$ cat config.mk
export PLATFORM = sky130hd
export DESIGN_NAME = mult_bus_master_flat
export DESIGN_NICKNAME = d
export VERILOG_FILES = /design/src/rtl/mult_bus_master_if.sv /design/src/rtl/mult_bus_master.sv /design/src/flat_wrapper.sv
export SDC_FILE = /design/constraint.sdc
export NUM_CORES = 1
export LEC_CHECK = 0
export ABC_AREA = 1
export CAP_MARGIN = 10
export CORE_MARGIN = 5
export CORE_UTILIZATION = 50
export DETAILED_ROUTE_END_ITERATION = 16
export GPL_ROUTABILITY_DRIVEN = 0
export PLACE_DENSITY_LB_ADDON = 0.1
export REMOVE_ABC_BUFFERS = 1
export SLEW_MARGIN = 20
export SYNTH_ARGS = -nofsm -noshare
export SYNTH_HDL_FRONTEND = slang
export SYNTH_SLANG_ARGS = --single-unit
$ cat constraint.sdc
create_clock -name clk -period 7.3 [get_ports clk]
set_input_delay 1.825 -clock clk [delete_from_list [all_inputs] [get_ports clk]]
set_output_delay 1.825 -clock clk [all_outputs]
set_load 0.005 [all_outputs]
$ cat src/rtl/mult_bus_master_if.sv
// Command/response handshakes and gpioemu peripheral bus of mult_bus_master.
// The master modport is the initiator; slave is the host/peripheral side.
interface mult_bus_master_if;
    logic        cmd_valid;
    logic        cmd_ready;
    logic [23:0] cmd_a1;
    logic [23:0] cmd_a2;
    logic        rsp_valid;
    logic        rsp_ready;
    logic [31:0] rsp_w;
    logic [23:0] rsp_l;
    logic        rsp_ok;
    logic        rsp_timeout;
    logic [15:0] saddress;
    logic        swr;
    logic        srd;
    logic [31:0] sdata_out;
    logic [31:0] sdata_in;
    logic [15:0] op_count;

    modport master (
        input  cmd_valid, cmd_a1, cmd_a2, rsp_ready, sdata_in,
        output cmd_ready, rsp_valid, rsp_w, rsp_l, rsp_ok, rsp_timeout,
               saddress, swr, srd, sdata_out, op_count
    );

    modport slave (
        output cmd_valid, cmd_a1, cmd_a2, rsp_ready, sdata_in,
        input  cmd_ready, rsp_valid, rsp_w, rsp_l, rsp_ok, rsp_timeout,
               saddress, swr, srd, sdata_out, op_count
    );
endinterface

$ cat src/rtl/mult_bus_master.sv
// Host-side initiator for the gpioemu multiply/popcount peripheral: writes
// operands, starts, polls status, reads W and L, returns them on a handshake.
module mult_bus_master #(
    parameter int unsigned STROBE_LEN = 1,
    parameter int unsigned POLL_GAP   = 4,
    parameter int unsigned POLL_MAX   = 255
) (
    input logic               clk,
    input logic               reset,
    mult_bus_master_if.master bus
);
    localparam int unsigned CNT_W     = 16;
    localparam logic [15:0] ADDR_A1   = 16'h037F;
    localparam logic [15:0] ADDR_A2   = 16'h0388;
    localparam logic [15:0] ADDR_W    = 16'h0390;
    localparam logic [15:0] ADDR_L    = 16'h0398;
    localparam logic [15:0] ADDR_CTRL = 16'h03A0;

    typedef enum logic [3:0] {
        S_IDLE, S_WR_A1, S_WR_A2, S_WR_GO, S_RD_STAT, S_WAIT, S_RD_W, S_RD_L, S_RESP
    } state_t;
    typedef enum logic [1:0] {PH_SETUP, PH_STROBE, PH_HOLD} phase_t;

    state_t             state_q, state_d, go_st;
    phase_t             phase_q, phase_d;
    logic [CNT_W-1:0]   cnt_q, cnt_d;
    logic [7:0]         poll_q, poll_d, poll_inc;
    logic [23:0]        a2_q, a2_d;
    logic               cmd_ready_q, cmd_ready_d;
    logic               rsp_valid_q, rsp_valid_d;
    logic [31:0]        rsp_w_q, rsp_w_d;
    logic [23:0]        rsp_l_q, rsp_l_d;
    logic               rsp_ok_q, rsp_ok_d;
    logic               rsp_timeout_q, rsp_timeout_d;
    logic [15:0]        saddr_q, saddr_d;
    logic               swr_q, swr_d, srd_q, srd_d;
    logic [31:0]        sdata_q, sdata_d;
    logic [15:0]        op_count_q, op_count_d;
    logic               is_wr, go;

    function automatic logic [15:0] addr_of(input state_t s);
        case (s)
            S_WR_A1: addr_of = ADDR_A1;
            S_WR_A2: addr_of = ADDR_A2;
            S_RD_W:  addr_of = ADDR_W;
            S_RD_L:  addr_of = ADDR_L;
            default: addr_of = ADDR_CTRL;
        endcase
    endfunction

    assign is_wr = (state_q == S_WR_A1) || (state_q == S_WR_A2) || (state_q == S_WR_GO);

    // Next-state, bus sequencing and response capture
    always_comb begin
        state_d       = state_q;
        phase_d       = phase_q;
        cnt_d         = cnt_q;
        poll_d        = poll_q;
        poll_inc      = poll_q + 8'd1;
        a2_d          = a2_q;
        cmd_ready_d   = 1'b0;
        rsp_valid_d   = rsp_valid_q;
        rsp_w_d       = rsp_w_q;
        rsp_l_d       = rsp_l_q;
        rsp_ok_d      = rsp_ok_q;
        rsp_timeout_d = rsp_timeout_q;
        saddr_d       = saddr_q;
        sdata_d       = sdata_q;
        swr_d         = 1'b0;
        srd_d         = 1'b0;
        op_count_d    = op_count_q;
        go            = 1'b0;
        go_st         = S_IDLE;

        case (state_q)
            S_IDLE: begin
                cmd_ready_d = 1'b1;
                if (bus.cmd_valid && cmd_ready_q) begin
                    a2_d          = bus.cmd_a2;
                    sdata_d       = 32'(bus.cmd_a1);
                    rsp_ok_d      = 1'b0;
                    rsp_timeout_d = 1'b0;
                    go            = 1'b1;
                    go_st         = S_WR_A1;
                end
            end
            S_WAIT: begin
                if (cnt_q == CNT_W'(POLL_GAP - 1)) begin
                    go    = 1'b1;
                    go_st = S_RD_STAT;
                end else begin
                    cnt_d = cnt_q + CNT_W'(1);
                end
            end
            S_RESP: begin
                if (rsp_valid_q && bus.rsp_ready) begin
                    rsp_valid_d = 1'b0;
                    op_count_d  = op_count_q + 16'd1;
                    cmd_ready_d = 1'b1;
                    state_d     = S_IDLE;
                end
            end
            default: begin
                case (phase_q)
                    PH_SETUP: begin
                        phase_d = PH_STROBE;
                        cnt_d   = '0;
                        swr_d   = is_wr;
                        srd_d   = !is_wr;
                    end
                    PH_STROBE: begin
                        if (cnt_q == CNT_W'(STROBE_LEN - 1)) begin
                            phase_d = PH_HOLD;
                        end else begin
                            cnt_d = cnt_q + CNT_W'(1);
                            swr_d = is_wr;
                            srd_d = !is_wr;
                        end
                    end
                    default: begin
                        // End of HOLD: read data is valid here
                        case (state_q)
                            S_WR_A1: begin go = 1'b1; go_st = S_WR_A2; end
                            S_WR_A2: begin go = 1'b1; go_st = S_WR_GO; end
                            S_WR_GO: begin
                                poll_d = '0;
                                go     = 1'b1;
                                go_st  = S_RD_STAT;
                            end
                            S_RD_STAT: begin
                                if (bus.sdata_in[1]) begin
                                    rsp_ok_d = bus.sdata_in[0];
                                    go       = 1'b1;
                                    go_st    = S_RD_W;
                                end else if (poll_inc == 8'(POLL_MAX)) begin
                                    poll_d        = poll_inc;
                                    rsp_timeout_d = 1'b1;
                                    rsp_w_d       = '0;
                                    rsp_l_d       = '0;
                                    rsp_valid_d   = 1'b1;
                                    state_d       = S_RESP;
                                end else if (POLL_GAP == 0) begin
                                    poll_d = poll_inc;
                                    go     = 1'b1;
                                    go_st  = S_RD_STAT;
                                end else begin
                                    poll_d  = poll_inc;
                                    cnt_d   = '0;
                                    state_d = S_WAIT;
                                end
                            end
                            S_RD_W: begin
                                rsp_w_d = bus.sdata_in;
                                go      = 1'b1;
                                go_st   = S_RD_L;
                            end
                            S_RD_L: begin
                                rsp_l_d     = bus.sdata_in[23:0];
                                rsp_valid_d = 1'b1;
                                state_d     = S_RESP;
                            end
                            default: state_d = S_IDLE;
                        endcase
                    end
                endcase
            end
        endcase

        // Launch the SETUP phase of the next access
        if (go) begin
            state_d     = go_st;
            phase_d     = PH_SETUP;
            saddr_d     = addr_of(go_st);
            cmd_ready_d = 1'b0;
            if (go_st == S_WR_A2) begin
                sdata_d = 32'(a2_q);
            end else if (go_st == S_WR_GO) begin
                sdata_d = '0;
            end
        end
    end

    always_ff @(posedge clk or posedge reset) begin
        if (reset) begin
            state_q       <= S_IDLE;
            phase_q       <= PH_SETUP;
            cnt_q         <= '0;
            poll_q        <= '0;
            a2_q          <= '0;
            cmd_ready_q   <= 1'b0;
            rsp_valid_q   <= 1'b0;
            rsp_w_q       <= '0;
            rsp_l_q       <= '0;
            rsp_ok_q      <= 1'b0;
            rsp_timeout_q <= 1'b0;
            saddr_q       <= '0;
            sdata_q       <= '0;
            swr_q         <= 1'b0;
            srd_q         <= 1'b0;
            op_count_q    <= '0;
        end else begin
            state_q       <= state_d;
            phase_q       <= phase_d;
            cnt_q         <= cnt_d;
            poll_q        <= poll_d;
            a2_q          <= a2_d;
            cmd_ready_q   <= cmd_ready_d;
            rsp_valid_q   <= rsp_valid_d;
            rsp_w_q       <= rsp_w_d;
            rsp_l_q       <= rsp_l_d;
            rsp_ok_q      <= rsp_ok_d;
            rsp_timeout_q <= rsp_timeout_d;
            saddr_q       <= saddr_d;
            sdata_q       <= sdata_d;
            swr_q         <= swr_d;
            srd_q         <= srd_d;
            op_count_q    <= op_count_d;
        end
    end

    assign bus.cmd_ready   = cmd_ready_q;
    assign bus.rsp_valid   = rsp_valid_q;
    assign bus.rsp_w       = rsp_w_q;
    assign bus.rsp_l       = rsp_l_q;
    assign bus.rsp_ok      = rsp_ok_q;
    assign bus.rsp_timeout = rsp_timeout_q;
    assign bus.saddress    = saddr_q;
    assign bus.sdata_out   = sdata_q;
    assign bus.swr         = swr_q;
    assign bus.srd         = srd_q;
    assign bus.op_count    = op_count_q;
endmodule
$ cat src/flat_wrapper.sv
// flat-port wrapper written by rule: the top's interface ports become plain ports
module mult_bus_master_flat 
#(
    parameter int unsigned STROBE_LEN = 1,
    parameter int unsigned POLL_GAP   = 4,
    parameter int unsigned POLL_MAX   = 255
)
  (clk, reset, bus_cmd_valid, bus_cmd_a1, bus_cmd_a2, bus_rsp_ready, bus_sdata_in, bus_cmd_ready, bus_rsp_valid, bus_rsp_w, bus_rsp_l, bus_rsp_ok, bus_rsp_timeout, bus_saddress, bus_swr, bus_srd, bus_sdata_out, bus_op_count);
  mult_bus_master_if bus_i ();
  input logic clk;
  input logic reset;
  input wire logic [$bits(bus_i.cmd_valid)-1:0] bus_cmd_valid;
  input wire logic [$bits(bus_i.cmd_a1)-1:0] bus_cmd_a1;
  input wire logic [$bits(bus_i.cmd_a2)-1:0] bus_cmd_a2;
  input wire logic [$bits(bus_i.rsp_ready)-1:0] bus_rsp_ready;
  input wire logic [$bits(bus_i.sdata_in)-1:0] bus_sdata_in;
  output wire logic [$bits(bus_i.cmd_ready)-1:0] bus_cmd_ready;
  output wire logic [$bits(bus_i.rsp_valid)-1:0] bus_rsp_valid;
  output wire logic [$bits(bus_i.rsp_w)-1:0] bus_rsp_w;
  output wire logic [$bits(bus_i.rsp_l)-1:0] bus_rsp_l;
  output wire logic [$bits(bus_i.rsp_ok)-1:0] bus_rsp_ok;
  output wire logic [$bits(bus_i.rsp_timeout)-1:0] bus_rsp_timeout;
  output wire logic [$bits(bus_i.saddress)-1:0] bus_saddress;
  output wire logic [$bits(bus_i.swr)-1:0] bus_swr;
  output wire logic [$bits(bus_i.srd)-1:0] bus_srd;
  output wire logic [$bits(bus_i.sdata_out)-1:0] bus_sdata_out;
  output wire logic [$bits(bus_i.op_count)-1:0] bus_op_count;
  assign bus_i.cmd_valid = bus_cmd_valid;
  assign bus_i.cmd_a1 = bus_cmd_a1;
  assign bus_i.cmd_a2 = bus_cmd_a2;
  assign bus_i.rsp_ready = bus_rsp_ready;
  assign bus_i.sdata_in = bus_sdata_in;
  assign bus_cmd_ready = bus_i.cmd_ready;
  assign bus_rsp_valid = bus_i.rsp_valid;
  assign bus_rsp_w = bus_i.rsp_w;
  assign bus_rsp_l = bus_i.rsp_l;
  assign bus_rsp_ok = bus_i.rsp_ok;
  assign bus_rsp_timeout = bus_i.rsp_timeout;
  assign bus_saddress = bus_i.saddress;
  assign bus_swr = bus_i.swr;
  assign bus_srd = bus_i.srd;
  assign bus_sdata_out = bus_i.sdata_out;
  assign bus_op_count = bus_i.op_count;
  mult_bus_master #(.STROBE_LEN(STROBE_LEN), .POLL_GAP(POLL_GAP), .POLL_MAX(POLL_MAX)) u_core (.clk(clk), .reset(reset), .bus(bus_i));
endmodule
# After elaboration in Yosys (flattened, before gate mapping)
# Cells that the tools add are included.
# totals
out_inout_bits	126
regBits	180
elab_cells	161
# op_classes
n_eq_ne	36
muxes	67
add_sub_neg	3
n_bitwise	5
reduce_logical	34
# op_table
operator	n
two-way mux 32 bit	7
two-way mux 16 bit	5
one-hot mux 16 bit (2 select lines)	2
one-hot mux 32 bit (2 select lines)	1
two-way mux 24 bit	2
one-hot mux 24 bit (2 select lines)	1
adder 16 x 1 -> 16 bit (second input constant)	2
one-hot mux 8 bit (4 select lines)	1
== test 4 x 3 -> 1 bit (second input constant)	6
two-way mux 4 bit	6
one-hot mux 4 bit (3 select lines)	2
two-way mux 1 bit	21
one-hot mux 4 bit (5 select lines)	1
AND reduction 5 bit	4
AND reduction 6 bit	3
== test 16 x 2 -> 1 bit (second input constant)	1
== test 4 x 2 -> 1 bit (second input constant)	4
logical NOT 16 bit	1
inequality test 2 x 1 -> 1 bit (second input constant)	8
one-hot mux 1 bit (2 select lines)	8
one-hot mux 8 bit (2 select lines)	1
inequality test 3 x 1 -> 1 bit (second input constant)	4
nonzero test 2 bit	6
adder 8 x 1 -> 8 bit (second input constant)	1
other kinds (30)	47

# Depth between registers and ports, before layout
# depth
ltp_word	8
mapped_depth	14
depth_no_buf	13

# Worst setup path after synthesis
# OpenSTA, ideal clock, no wires.
# synth_timing
kind	in2reg
from	input port bus_sdata_in[1]
to	register u_core.saddr_q[3], in the netlist u_core.bus.saddress[3]
t_required_ps	7168
arrival_ps	2741
stages	10
path_slack_ps	4427
n_path_buf	1
cell_sequence	inv_1 -> nor2_4 -> nor2_1 -> nand2_1 -> nand2_1 -> nand2_2 -> inv_2 -> nand2_4 -> buf_6 -> nand4_1
# synth_between
elab_chain_cells	6
elab_cells_between_ends	13
# synth_rtl
element	line_no	text
start, declared	flat_wrapper.sv:16	input wire logic [$bits(bus_i.sdata_in)-1:0] bus_sdata_in;
two-way mux 3 bit	mult_bus_master.sv:131	if (bus.sdata_in[1]) begin
one-hot mux 4 bit (5 select lines)	mult_bus_master.sv:122	case (state_q)
two-way mux 4 bit	mult_bus_master.sv:104	case (phase_q)
one-hot mux 4 bit (3 select lines)	mult_bus_master.sv:75	case (state_q)
== test 4 x 3 -> 1 bit, or another cell as far along	mult_bus_master.sv:42	case (s)
one-hot mux 8 bit (4 select lines)	mult_bus_master.sv:42	
end signal, assigned	mult_bus_master.sv:213	saddr_q <= saddr_d;
end, declared	mult_bus_master.sv:35	logic [15:0] saddr_q, saddr_d;
# Parallel ways exist; a longest one is shown, timed or not.
# A chain may end at the register's enable or synchronous reset.

# Final worst setup path
# layout_timing
from	input port bus_cmd_valid
to	register u_core.sdata_q[7], in the netlist u_core.bus.sdata_out[7]
# layout_between
elab_chain_cells	7
elab_cells_between_ends	12
# layout_rtl
element	line_no	text
start, declared	flat_wrapper.sv:12	input wire logic [$bits(bus_i.cmd_valid)-1:0] bus_cmd_valid;
logical AND 1 bit *	mult_bus_master.sv:78	if (bus.cmd_valid && cmd_ready_q) begin
two-way mux 1 bit	mult_bus_master.sv:78	
one-hot mux 4 bit (3 select lines)	mult_bus_master.sv:75	
== test 4 x 2 -> 1 bit	mult_bus_master.sv:177	end else if (go_st == S_WR_GO) begin
two-way mux 32 bit	mult_bus_master.sv:177	
two-way mux 32 bit	mult_bus_master.sv:175	if (go_st == S_WR_A2) begin
two-way mux 32 bit *	mult_bus_master.sv:170	if (go) begin
net u_core.sdata_d[7]	mult_bus_master.sv:37	logic [31:0] sdata_q, sdata_d;
end signal, assigned	mult_bus_master.sv:214	sdata_q <= sdata_d;
end, declared	mult_bus_master.sv:37	
# Mark *: on every way through the listed nets, which the timed path passes. The rest lies on a longest branch.

==> run metrics <==
synth warn=0; layout cells sized above 1=10.37%; final net count=1234; Post-Synth Simple-Gate Area=25.96%; outcome=finished, final reports clean; Synth Area in XOR/XNOR=2.017%; post-synth cell types=44; commonest cells after routing, fill and taps aside=nand2_1, clkdlybuf4s50_1, dfrtp_1, inv_1, o21ai_0; Resized Gates After CTS=0; Adder-Cell Fraction of Synth Area=0.7583%; top_reg_cell synth=dfrtp_1; worst vdd ir=0.2061 mV; Critical Path End Type=register; global route hottest layer=met2; non-filler cells, final=1377; post-synthesis compound-gate area fraction=10.42%; Inst Count DP=1346; root buffer cell=clkbuf_16; mux cell area share after synthesis=0.1213%; IO Pins=210; ys async rst share=100.0%; period utilization=54.90%; setup bufs post-CTS=0; Starting Density=50.29%; Die Y=138.5 um; reg2reg setup slack=4.34 ns; antenna violations before repair=0; grt met1 use=27.22%; CTS Buf Count=17; WS Path Type=primary input to register; Max-slew headroom=31.28%; Setup Total Neg Slack=0 ns; die footprint=19170 sq um; CTS tree=yes; EDFF count, synth=0; Iter 0 DRT Violations=394; largest net degree at the start of global routing=74; GR Util met3=7.355%; Setup Viol. Count Final=0; H-tree Lvls=4; Via density=4.943; core area=16410 sq um; CP startpoint=bus_cmd_valid; worst setup margin=3.292 ns; CP max FO=73; actual slew at the worst max-slew pin=1.028 ns; Clk pwr share=24.4%; Core Rows=47; DRT antenna net count=0; worst min path class=register to register; Post-Place Worst Slack=2.807 ns; mean post-synth cell area=8.612 sq um; die width=138.5 um; skew final=0.01121 ns; Antenna diodes=0; Post-Syn Area=8250 sq um; Arrival @ worst endpoint=4.29 ns; Pre-antenna DRT Iters=5; DP HPWL=14.29 mm; P per Cell Area=333.3 nW/um^2; commonest non-fill, non-tap cell in the layout=nand2_1; DRC errors left=0; WL per Instance=14.95 um; RSZ-0062 raised after global routing=false; Clock Latency Late Sink=0.43 ns; Detailed Route WL=20.59 mm; vias=6806; hold slack final=0.4734 ns; Slew Viols, Final=0; synthesized flop and latch total=170; r2r startpoint=u_core.state_q[0]; switching portion of total power=35.39%; met2 global-route usage=36.46%; vias in the first global route=6751; Pint=2341 uW; Max Fclk=249.5 MHz; Bufs on Longest Clock Path=2; Worst EP required=7.58 ns; sequential share of power=37.9%; clock transition at the registers of the reported paths=0.07 ns; Pleak=0.005082 uW; Seq/Total Area, Yosys=51.56%; grt total ovfl=0; Area Growth Syn to Fin=31.76%; largest family of logic cells by synthesized area=simple AND/OR/NAND/NOR gates; Worst setup SP type=primary input; CTS Hold Buffers Added=0; Logic pwr share=37.7%; worst hold start=u_core.bus.rsp_l[18]; first-pass GRT wire length=34.36 mm; Port-buffer cells=203; Final Critical Period=4.008 ns; Cells after Synth=958; final hold vios=0; P_sw=1282 uW; clk sinks=170; Tot Pwr=3623 uW; All-Layer GR Usage=21.75%; max cap viols=0
==> critical path, cell delays in order <==
cell and delay [ns]:
clkdlybuf4s50_1 0.44, nand3_2 0.50, clkinv_2 0.84, o21ai_0 0.53, o22ai_2 0.14
==> area by class of cell <==
cell class / instances / area [sq um]
fill: 1325 / 5537
sequential: 170 / 4254
multi-input combinational: 632 / 3263
timing repair buffer: 205 / 2047
inverter: 119 / 452.9
clock buffer: 18 / 439.2
tap: 220 / 275.3
clock inverter: 13 / 138.9
==> metal layers <==
layer | share of wire, % | up-vias
met1 | 42 | 3225
met4 | 1.4 | 0
met5 | 0 | -
met2 | 49 | 164
li1 | - | 3394
met3 | 7.3 | 23
==> Yosys cell counts, types with 5 or more instances <==
cell type,number,area [sq um]
nand2_1,272,1021
dfrtp_1,170,4254
inv_1,109,409.1
o21ai_0,65,325.3
nor2_1,59,221.5
nand3_1,49,245.2
o21ai_1,32,160.2
or2_2,23,143.9
o22ai_2,19,237.7
xor2_1,13,113.9
buf_4,12,90.09
buf_6,12,135.1
nand4_1,12,75.07
nor2_4,10,112.6
o22ai_1,10,62.56
buf_2,9,45.04
clkbuf_1,8,30.03
inv_2,8,30.03
nor3_1,8,40.04
a21oi_1,7,35.03
xnor2_1,6,52.55
ha_1,5,62.56
nand2_2,5,31.28
nand2_4,5,56.30
nand3_2,5,50.05
==> per-stage QoR <==
stage	area, sq um	utilization (%)
floorplan	7965	-
global placement	10290	62.73
detailed placement	10290	62.73
CTS	10870	66.25
global route	10870	66.25
finish	10870	66.25
==> registers in the layout (all words and copies together), names as in the netlist, 4 cells and up <==
name and flops:
u_core.bus.rsp_w 32, u_core.bus.sdata_out 32, u_core.a2_q 24, u_core.bus.rsp_l 24
u_core.bus.op_count 16, u_core.cnt_q 16, u_core.poll_q 8, u_core.bus.saddress 6
u_core.state_q 4
==> cell families (layout without fill, tap and decap cells) <==
family	Yosys count	count (layout)
buf+inv	161	355
mux	1	1
flops	170	170
xor+xnor	19	19
other cells	1	6
fa+ha+maj	5	5
compound gates	138	138
simple gates	463	463
==> power by group through the flow <==
stage	combinational [uW]	sequential, uW	clock [uW]
final	1370	1370	884
after CTS	1380	1370	901
after floorplan	775	1370	0
after global placement	1350	1380	0
after detailed placement	1380	1380	0
after global routing	1520	1410	944
==> worst paths after layout <==
kind,end,depth (start not counted)
min in group asynchronous,u_core.a2_q[17],2
hold / removal,u_core.bus.rsp_l[18],2
setup reg to reg,u_core.bus.sdata_out[7],7
setup / recovery,u_core.bus.sdata_out[7],5
hold reg to reg,u_core.bus.rsp_l[18],2
max in group asynchronous,u_core.cnt_q[3],3
Power figures use the tool's default switching activity.
